$ cat src/rtl/fetch_unit_pipeline.sv
// Instruction fetch stage: PC generation, credit-limited imem requests, prefetch FIFO
// and the IF/ID register feeding decode. Redirects drain stale responses via a discard count.
module fetch_unit_pipeline #(
  parameter logic [31:0] RESET_PC = 32'h0000_0000,
  parameter int          DEPTH    = 2,
  parameter logic [31:0] NOP      = 32'h0000_0013
) (
  input  logic        clk,
  input  logic        reset,
  input  logic        StallD,
  input  logic        FlushD,
  input  logic        PCSrcE,
  input  logic [31:0] PCTargetE,
  output logic        imem_req,
  output logic [31:0] imem_addr,
  input  logic        imem_ready,
  input  logic        imem_rvalid,
  input  logic [31:0] imem_rdata,
  output logic [31:0] InstrD,
  output logic [31:0] PCD,
  output logic [31:0] PCPlus4D,
  output logic        ValidD
);

  localparam int PTR_W = (DEPTH > 1) ? $clog2(DEPTH) : 1;
  localparam int CNT_W = $clog2(DEPTH + 1);
  localparam logic [CNT_W-1:0] DEPTH_C = CNT_W'(DEPTH);

  logic [31:0]      pcf_reg;
  logic [CNT_W-1:0] outstanding_reg;
  logic [CNT_W-1:0] discard_reg;
  logic [CNT_W-1:0] count_reg;
  logic [PTR_W-1:0] fifo_rd_reg;
  logic [PTR_W-1:0] fifo_wr_reg;
  logic [PTR_W-1:0] pcq_rd_reg;
  logic [PTR_W-1:0] pcq_wr_reg;

  logic [31:0] fifo_instr [DEPTH];
  logic [31:0] fifo_pc    [DEPTH];
  logic [31:0] pcq_mem    [DEPTH];

  logic [31:0] instr_d_reg;
  logic [31:0] pc_d_reg;
  logic [31:0] pc_plus4_d_reg;
  logic        valid_d_reg;

  logic [CNT_W:0] in_use;
  logic           credit_ok;
  logic           handshake;
  logic           accept;
  logic           load_ifid;
  logic           fifo_empty;
  logic           pop;
  logic           bypass;
  logic           push;
  logic [31:0]    resp_pc;

  function automatic logic [PTR_W-1:0] ptr_inc(input logic [PTR_W-1:0] p);
    return (p == PTR_W'(DEPTH - 1)) ? '0 : p + 1'b1;
  endfunction

  // Credits cover both in-flight requests and buffered words, so the FIFO can never overflow.
  assign in_use    = {1'b0, outstanding_reg} + {1'b0, count_reg};
  assign credit_ok = in_use < {1'b0, DEPTH_C};
  assign imem_req  = !reset && !PCSrcE && credit_ok;
  assign imem_addr = pcf_reg;
  assign handshake = imem_req && imem_ready;

  // A response is kept only when it is not stale and no redirect is happening right now.
  assign accept     = imem_rvalid && !PCSrcE && (discard_reg == '0);
  assign load_ifid  = !FlushD && !StallD;
  assign fifo_empty = (count_reg == '0);
  assign pop        = load_ifid && !fifo_empty;
  assign bypass     = load_ifid && fifo_empty && accept;
  assign push       = accept && !bypass;
  assign resp_pc    = pcq_mem[pcq_rd_reg];

  always_ff @(posedge clk or posedge reset) begin
    if (reset) begin
      pcf_reg         <= RESET_PC;
      outstanding_reg <= '0;
      discard_reg     <= '0;
      count_reg       <= '0;
      fifo_rd_reg     <= '0;
      fifo_wr_reg     <= '0;
      pcq_rd_reg      <= '0;
      pcq_wr_reg      <= '0;
    end else begin
      outstanding_reg <= outstanding_reg + CNT_W'(handshake) - CNT_W'(imem_rvalid);
      if (PCSrcE) begin
        pcf_reg     <= PCTargetE;
        discard_reg <= outstanding_reg - CNT_W'(imem_rvalid);
        count_reg   <= '0;
        fifo_rd_reg <= '0;
        fifo_wr_reg <= '0;
        pcq_rd_reg  <= '0;
        pcq_wr_reg  <= '0;
      end else begin
        if (handshake) begin
          pcf_reg    <= pcf_reg + 32'd4;
          pcq_wr_reg <= ptr_inc(pcq_wr_reg);
        end
        if (imem_rvalid && (discard_reg != '0)) discard_reg <= discard_reg - 1'b1;
        if (accept) pcq_rd_reg <= ptr_inc(pcq_rd_reg);
        if (push) fifo_wr_reg <= ptr_inc(fifo_wr_reg);
        if (pop) fifo_rd_reg <= ptr_inc(fifo_rd_reg);
        count_reg <= count_reg + CNT_W'(push) - CNT_W'(pop);
      end
    end
  end

  // Storage arrays carry no reset; the pointers alone define what is valid.
  always_ff @(posedge clk) begin
    if (push) begin
      fifo_instr[fifo_wr_reg] <= imem_rdata;
      fifo_pc[fifo_wr_reg]    <= resp_pc;
    end
    if (handshake) pcq_mem[pcq_wr_reg] <= pcf_reg;
    if (!reset) assert (!(push && (count_reg == DEPTH_C)));
  end

  always_ff @(posedge clk or posedge reset) begin
    if (reset) begin
      instr_d_reg    <= NOP;
      pc_d_reg       <= '0;
      pc_plus4_d_reg <= '0;
      valid_d_reg    <= 1'b0;
    end else if (FlushD) begin
      instr_d_reg    <= NOP;
      pc_d_reg       <= '0;
      pc_plus4_d_reg <= '0;
      valid_d_reg    <= 1'b0;
    end else if (!StallD) begin
      if (pop) begin
        instr_d_reg    <= fifo_instr[fifo_rd_reg];
        pc_d_reg       <= fifo_pc[fifo_rd_reg];
        pc_plus4_d_reg <= fifo_pc[fifo_rd_reg] + 32'd4;
        valid_d_reg    <= 1'b1;
      end else if (bypass) begin
        instr_d_reg    <= imem_rdata;
        pc_d_reg       <= resp_pc;
        pc_plus4_d_reg <= resp_pc + 32'd4;
        valid_d_reg    <= 1'b1;
      end else begin
        instr_d_reg    <= NOP;
        pc_d_reg       <= '0;
        pc_plus4_d_reg <= '0;
        valid_d_reg    <= 1'b0;
      end
    end
  end

  assign InstrD   = instr_d_reg;
  assign PCD      = pc_d_reg;
  assign PCPlus4D = pc_plus4_d_reg;
  assign ValidD   = valid_d_reg;

endmodule

$ cat config.mk
export PLATFORM = sky130hd
export DESIGN_NAME = fetch_unit_pipeline
export DESIGN_NICKNAME = d
export VERILOG_FILES = /design/src/rtl/fetch_unit_pipeline.sv
export SDC_FILE = /design/constraint.sdc
export NUM_CORES = 1
export LEC_CHECK = 0
export CAP_MARGIN = 25
export CORE_ASPECT_RATIO = 0.7
export CORE_UTILIZATION = 41
export CTS_BUF_LIST = sky130_fd_sc_hd__clkbuf_8
export DETAILED_ROUTE_END_ITERATION = 6
export PLACE_DENSITY = 0.63
export SLEW_MARGIN = 20
export SYNTH_ARGS = -nofsm -noshare
export SYNTH_HDL_FRONTEND = slang
export SYNTH_SLANG_ARGS = --single-unit
$ cat constraint.sdc
create_clock -name clk -period 14.4 [get_ports clk]
set_input_delay 3.6 -clock clk [delete_from_list [all_inputs] [get_ports clk]]
set_output_delay 3.6 -clock clk [all_outputs]
set_load 0.01 [all_outputs]
=== Word-level counts from Yosys, hierarchy flattened ===
Memory sizes are Yosys's and may differ from the RTL's.
Cells that the tools add are included.

* Add/sub/neg operators: 14
* $lt $le $gt $ge: 1
* Equality and inequality tests: 1
* Muxes and demuxes: 37
* Reductions and logical operators: 25

{| class="wikitable"
|+ Operators with widths
! kind !! number
|-
| 2-to-1 mux 32 bit || 14
|-
| adder 32 x 3 -> 32 bit (second input constant) || 3
|-
| 2-to-1 mux 1 bit || 20
|-
| nonzero test 2 bit || 6
|-
| logical AND 1 bit || 11
|-
| zero test 1 bit || 6
|-
| 2-to-1 mux 2 bit || 3
|-
| subtractor 2 x 1 -> 2 bit || 3
|-
| adder 1 bit (second input constant) || 4
|-
| adder 2 x 1 -> 2 bit || 2
|-
| zero test 2 bit || 2
|-
| adder 2 x 2 -> 3 bit || 1
|-
| < comparator 3 x 2 -> 1 bit (second input constant) || 1
|-
| != test 2 x 1 -> 1 bit (second input constant) || 1
|-
| subtractor 2 x 1 -> 2 bit (second input constant) || 1
|}

* Register bits: 139
* Bits in writable memories: 192
* Input port bits: 71
* Output and inout bits: 130
* Logic and storage cells: 93
* Memories kept: 3

{| class="wikitable"
|+ Memory list
! name !! words !! bits a word !! rd ports !! clocked after memory_dff !! write ports !! line !! source
|-
| fifo_instr || 2 || 32 || 1 || 0 || 1 || 38 || <nowiki>logic [31:0] fifo_instr [DEPTH];</nowiki>
|-
| fifo_pc || 2 || 32 || 1 || 0 || 1 || 39 || <nowiki>logic [31:0] fifo_pc [DEPTH];</nowiki>
|-
| pcq_mem || 2 || 32 || 1 || 0 || 1 || 40 || <nowiki>logic [31:0] pcq_mem [DEPTH];</nowiki>
|}

=== Longest topological paths before layout ===
* Depth in word-level cells: 9
* Mapped depth: 14

=== Worst setup path after synthesis ===
No wires, ideal clock.

* Kind: input-to-output
* Start point: in PCSrcE
* End point: out imem_req
* Arrival time: 4296 ps
* Data required time: 10800 ps
* Path slack: 6504 ps
* Cell stages on the path: 2
* Buffers on the path: 1
* Cell sequence: clkbuf_1 > nor4_1

* Longest elaborated chain between the ends: 3

{| class="wikitable"
|+ RTL lines
! item !! line !! source
|-
| start: declaration || 12 || <nowiki>input logic PCSrcE,</nowiki>
|-
| zero test 1 bit || 65 || <nowiki>assign imem_req = !reset && !PCSrcE && credit_ok;</nowiki>
|-
| logical AND 1 bit (2 in a row) || 65 ||
|-
| end: declaration || 14 || <nowiki>output logic imem_req,</nowiki>
|}

Every way passes these cells.

=== Worst setup path in the final report ===
* Start point: in reset
* End point: out imem_req

* Longest elaborated chain between the ends: 3

{| class="wikitable"
|+ RTL lines
! item !! line !! source
|-
| start: declaration || 9 || <nowiki>input logic reset,</nowiki>
|-
| zero test 1 bit (no line) || -- ||
|-
| logical AND 1 bit (2 in a row) || 65 ||
|}

Every way passes these cells.

==> summary.txt <==
Outcome
  – Run status: complete, no violations

Logic synthesis
  – Syn Inst Count: 1199
  – Post-synth net total: 1280
  – Simple-gate share of the synthesized area: 0.121
  – Netlist cell types: 59
  – Synthesis-stage register bit count: 329
  – Post-synthesis mux area share: 0.0729
  – Dominant synthesized flop cell: edfxtp_1
  – Seq/Total Area, Yosys: 0.622
  – Largest family of logic cells by synthesized area: simple AND/OR/NAND/NOR gates
  – FFs w/ async S/R, synth: 0.416
  – Synth warn: 0
  – Mapped Area: 14800 um^2
  – XOR/XNOR share of the synthesized area: 0.0308
  – Synth Area in Compound Gates: 0.116
  – Adder-Cell Fraction of Synth Area: 0.00897
  – Number of synthesized flops with an enable pin: 192
  – Mean Syn Cell Area: 12.3 um^2

GRT
  – First-pass GRT wire length: 63400 um
  – GRT Util Overall: 0.223
  – Total grt overflow: 0
  – Pin count of the biggest net entering global routing: 77
  – Initial antenna violation count: 0
  – Vias in the first global route: 10600

Floorplan
  – Placement Rows: 57
  – Initial core utilization: 0.421
  – Core Box Area: 35100 um^2
  – Die Y: 161 um
  – Width of the chip: 229 um
  – Ports: 201
  – DIE AREA: 36800 um^2

Timing
  – Worst slew margin: 0.286
  – Min cycle time layout: 8.73 ns
  – Final hold violations: 0
  – Max Fclk: 115 MHz
  – Final setup vio count: 0
  – Actual slew at the worst max-slew pin: 1.06 ns
  – Setup Skew: 0.0216 ns
  – Final TNS setup: 0 ns
  – Fin crit share: 0.606
  – Max-slew violation count: 0
  – RSZ-0062 raised after global routing: false

Worst setup path
  – Crit path kind: input pin to primary output
  – Worst EP required: 10.80 ns
  – CP Launch Type: input pin
  – Crit. End Element: primary output
  – Critical path fanouts, max: 3
  – Data arrival, critical path: 5.13 ns

Finish
  – Most common cell after layout, fill and taps aside: clkdlybuf4s50_1
  – Antenna diode count: 0
  – Fillers: 3099
  – Multi-input gate area: 5190 um^2
  – Final Util: 0.522
  – Final net count: 1490
  – Register Area: 9200 um^2
  – Layout Cells excl Fill: 1923
  – Design area: 18300 um^2
  – Regs by FF count: fifo_instr x64, fifo_pc x64, pcq_mem x64
  – Share of cells above drive strength 1: 0.0958
  – Area grow syn2layout: 23.9%
  – Most frequent cells in the layout: 199 x clkdlybuf4s50_1, 192 x edfxtp_1, 132 x dfrtp_1, 109 x nand2_1, 91 x nor2_1

Min path
  – Hold WC Path Type: flip-flop to flip-flop

Clock tree
  – Worst-case clock buffer depth: 3
  – Post-CTS resize count: 0
  – Reg clk slew, reported paths: 0.06 ns
  – Cts-stage hold buffer count: 0
  – Setup bufs post-CTS: 0
  – H-tree depth reported by CTS: 2
  – CTS root buffer: clkbuf_8
  – Clock sinks: 329
  – CTS buffer count: 52
  – CTS tree: yes
  – Worst skew pair latency: 0.59 ns

Routing
  – DRT Pass-1 Iters: 5
  – Post-route DRC: 0
  – DR vias: 10900
  – Initial drt markers: 1041
  – Antenna violation net count after detailed routing: 0
  – Avg Vias per Cell: 5.65
  – Post-DR wirelength/cell: 21.4 um
  – Routed WL: 41200 um

Placement
  – DP HPWL: 26800 um
  – Placed Area: 17300 um^2
  – DP Cell Count: 1826
  – Placer congestion estimate: 0.882
  – IO Port Bufs: 200

Run
  – Max-capacitance violation count: 0

Power and ir drop
  – Pwr/cell area: 129 nW/um^2
  – Pleak: 6.74 nW
  – Power, Total: 0.00237 W
  – Max IR drop VDD: 65.2 uV
## stage by stage
step                      hold slack, ns  setup WS (ns)
after floorplan                    0.493           6.50
after global placement             0.457           5.70
final                              0.469           5.67
after global routing               0.500           5.57
after CTS                          0.473           5.66
after detailed placement           0.460           5.67
## power breakdown
| part | switching [W] | internal [W] |
|---|---|---|
| sequential | 0.0000677 | 0.00109 |
| clock | 0.000373 | 0.000418 |
| combinational | 0.000236 | 0.000188 |
| total | 0.000677 | 0.00169 |
## path summary, 6_finish.rpt
kind                                    startpoint  slack (ns)                        to  depth (start not counted)
setup / recovery                             reset        5.67                  imem_req                          3
hold / removal             PCPlus4D[5]$_DFFE_PP0P_        0.47   PCPlus4D[5]$_DFFE_PP0P_                          2
setup reg to reg           fifo_rd_reg$_DFFE_PP0P_       10.05  PCPlus4D[29]$_DFFE_PP0P_                          7
hold reg to reg            PCPlus4D[5]$_DFFE_PP0P_        0.47   PCPlus4D[5]$_DFFE_PP0P_                          2
max in group asynchronous                    reset        9.61   fifo_rd_reg$_DFFE_PP0P_                          3
min in group asynchronous                    reset        3.54    pcq_wr_reg$_DFFE_PP0P_                          2
## cell type report
cell class / instances / share of cell area
clock buffer: 64 / 0.0481
clock inverter: 32 / 0.00847
timing repair buffer: 221 / 0.118
tap: 472 / 0.0322
inverter: 38 / 0.00806
sequential: 329 / 0.502
multi-input combinational: 767 / 0.283
## cells in the mapped netlist (3+ instances only)
| cell | number | area (um^2) |
|---|---|---|
| a211oi_1 | 8 | 60.1 |
| a21o_1 | 4 | 30.0 |
| a21oi_1 | 20 | 100 |
| a221o_1 | 49 | 490 |
| a221oi_1 | 3 | 26.3 |
| a22oi_1 | 16 | 120 |
| a311oi_1 | 4 | 35.0 |
| a31oi_1 | 10 | 62.6 |
| a32oi_1 | 4 | 35.0 |
| and2_1 | 8 | 50.1 |
| and3_1 | 10 | 62.6 |
| buf_2 | 11 | 55.1 |
| buf_4 | 3 | 22.5 |
| clkbuf_1 | 47 | 176 |
| dfrtp_1 | 134 | 3350 |
| dfstp_2 | 3 | 78.8 |
| edfxtp_1 | 192 | 5770 |
| ha_1 | 9 | 113 |
| inv_1 | 38 | 143 |
| mux2_2 | 22 | 248 |
| mux2i_1 | 83 | 831 |
| nand2_1 | 110 | 413 |
| nand2b_1 | 8 | 50.1 |
| nand3_1 | 54 | 270 |
| nand3b_1 | 16 | 120 |
| nand4_1 | 15 | 93.8 |
| nand4_2 | 3 | 37.5 |
| nand4b_1 | 8 | 70.1 |
| nor2_1 | 93 | 349 |
| nor2b_1 | 4 | 25.0 |
| nor3_1 | 22 | 110 |
| nor4_1 | 6 | 37.5 |
| o211ai_1 | 10 | 75.1 |
| o21ai_0 | 58 | 290 |
| o221ai_1 | 17 | 149 |
| o22ai_1 | 4 | 25.0 |
| o311ai_0 | 7 | 61.3 |
| or2_2 | 4 | 25.0 |
| xnor2_1 | 31 | 272 |
| xor2_1 | 21 | 184 |
## cell families after synthesis
logic type,count (synthesis)
and+or+nand+nor,370
DFF,329
AOI/OAI and AO/OA,230
muxes,105
buffers and inverters,103
xor gates and xnor gates,52
adders and majority gates,10
## metal layers
metal,wire length (um),track usage,up-vias
li1,-,-,4950
met1,19100,0.331,5463
met2,18300,0.335,394
met3,3170,0.0502,54
met4,566,0.0479,0
met5,0,0,-
## critical path, stage by stage
cell and delay, ns:
clkdlybuf4s50_1 0.49, nor4_1 0.42, clkdlybuf4s50_1 0.62
Note: power is estimated with default switching activity, not from simulation.
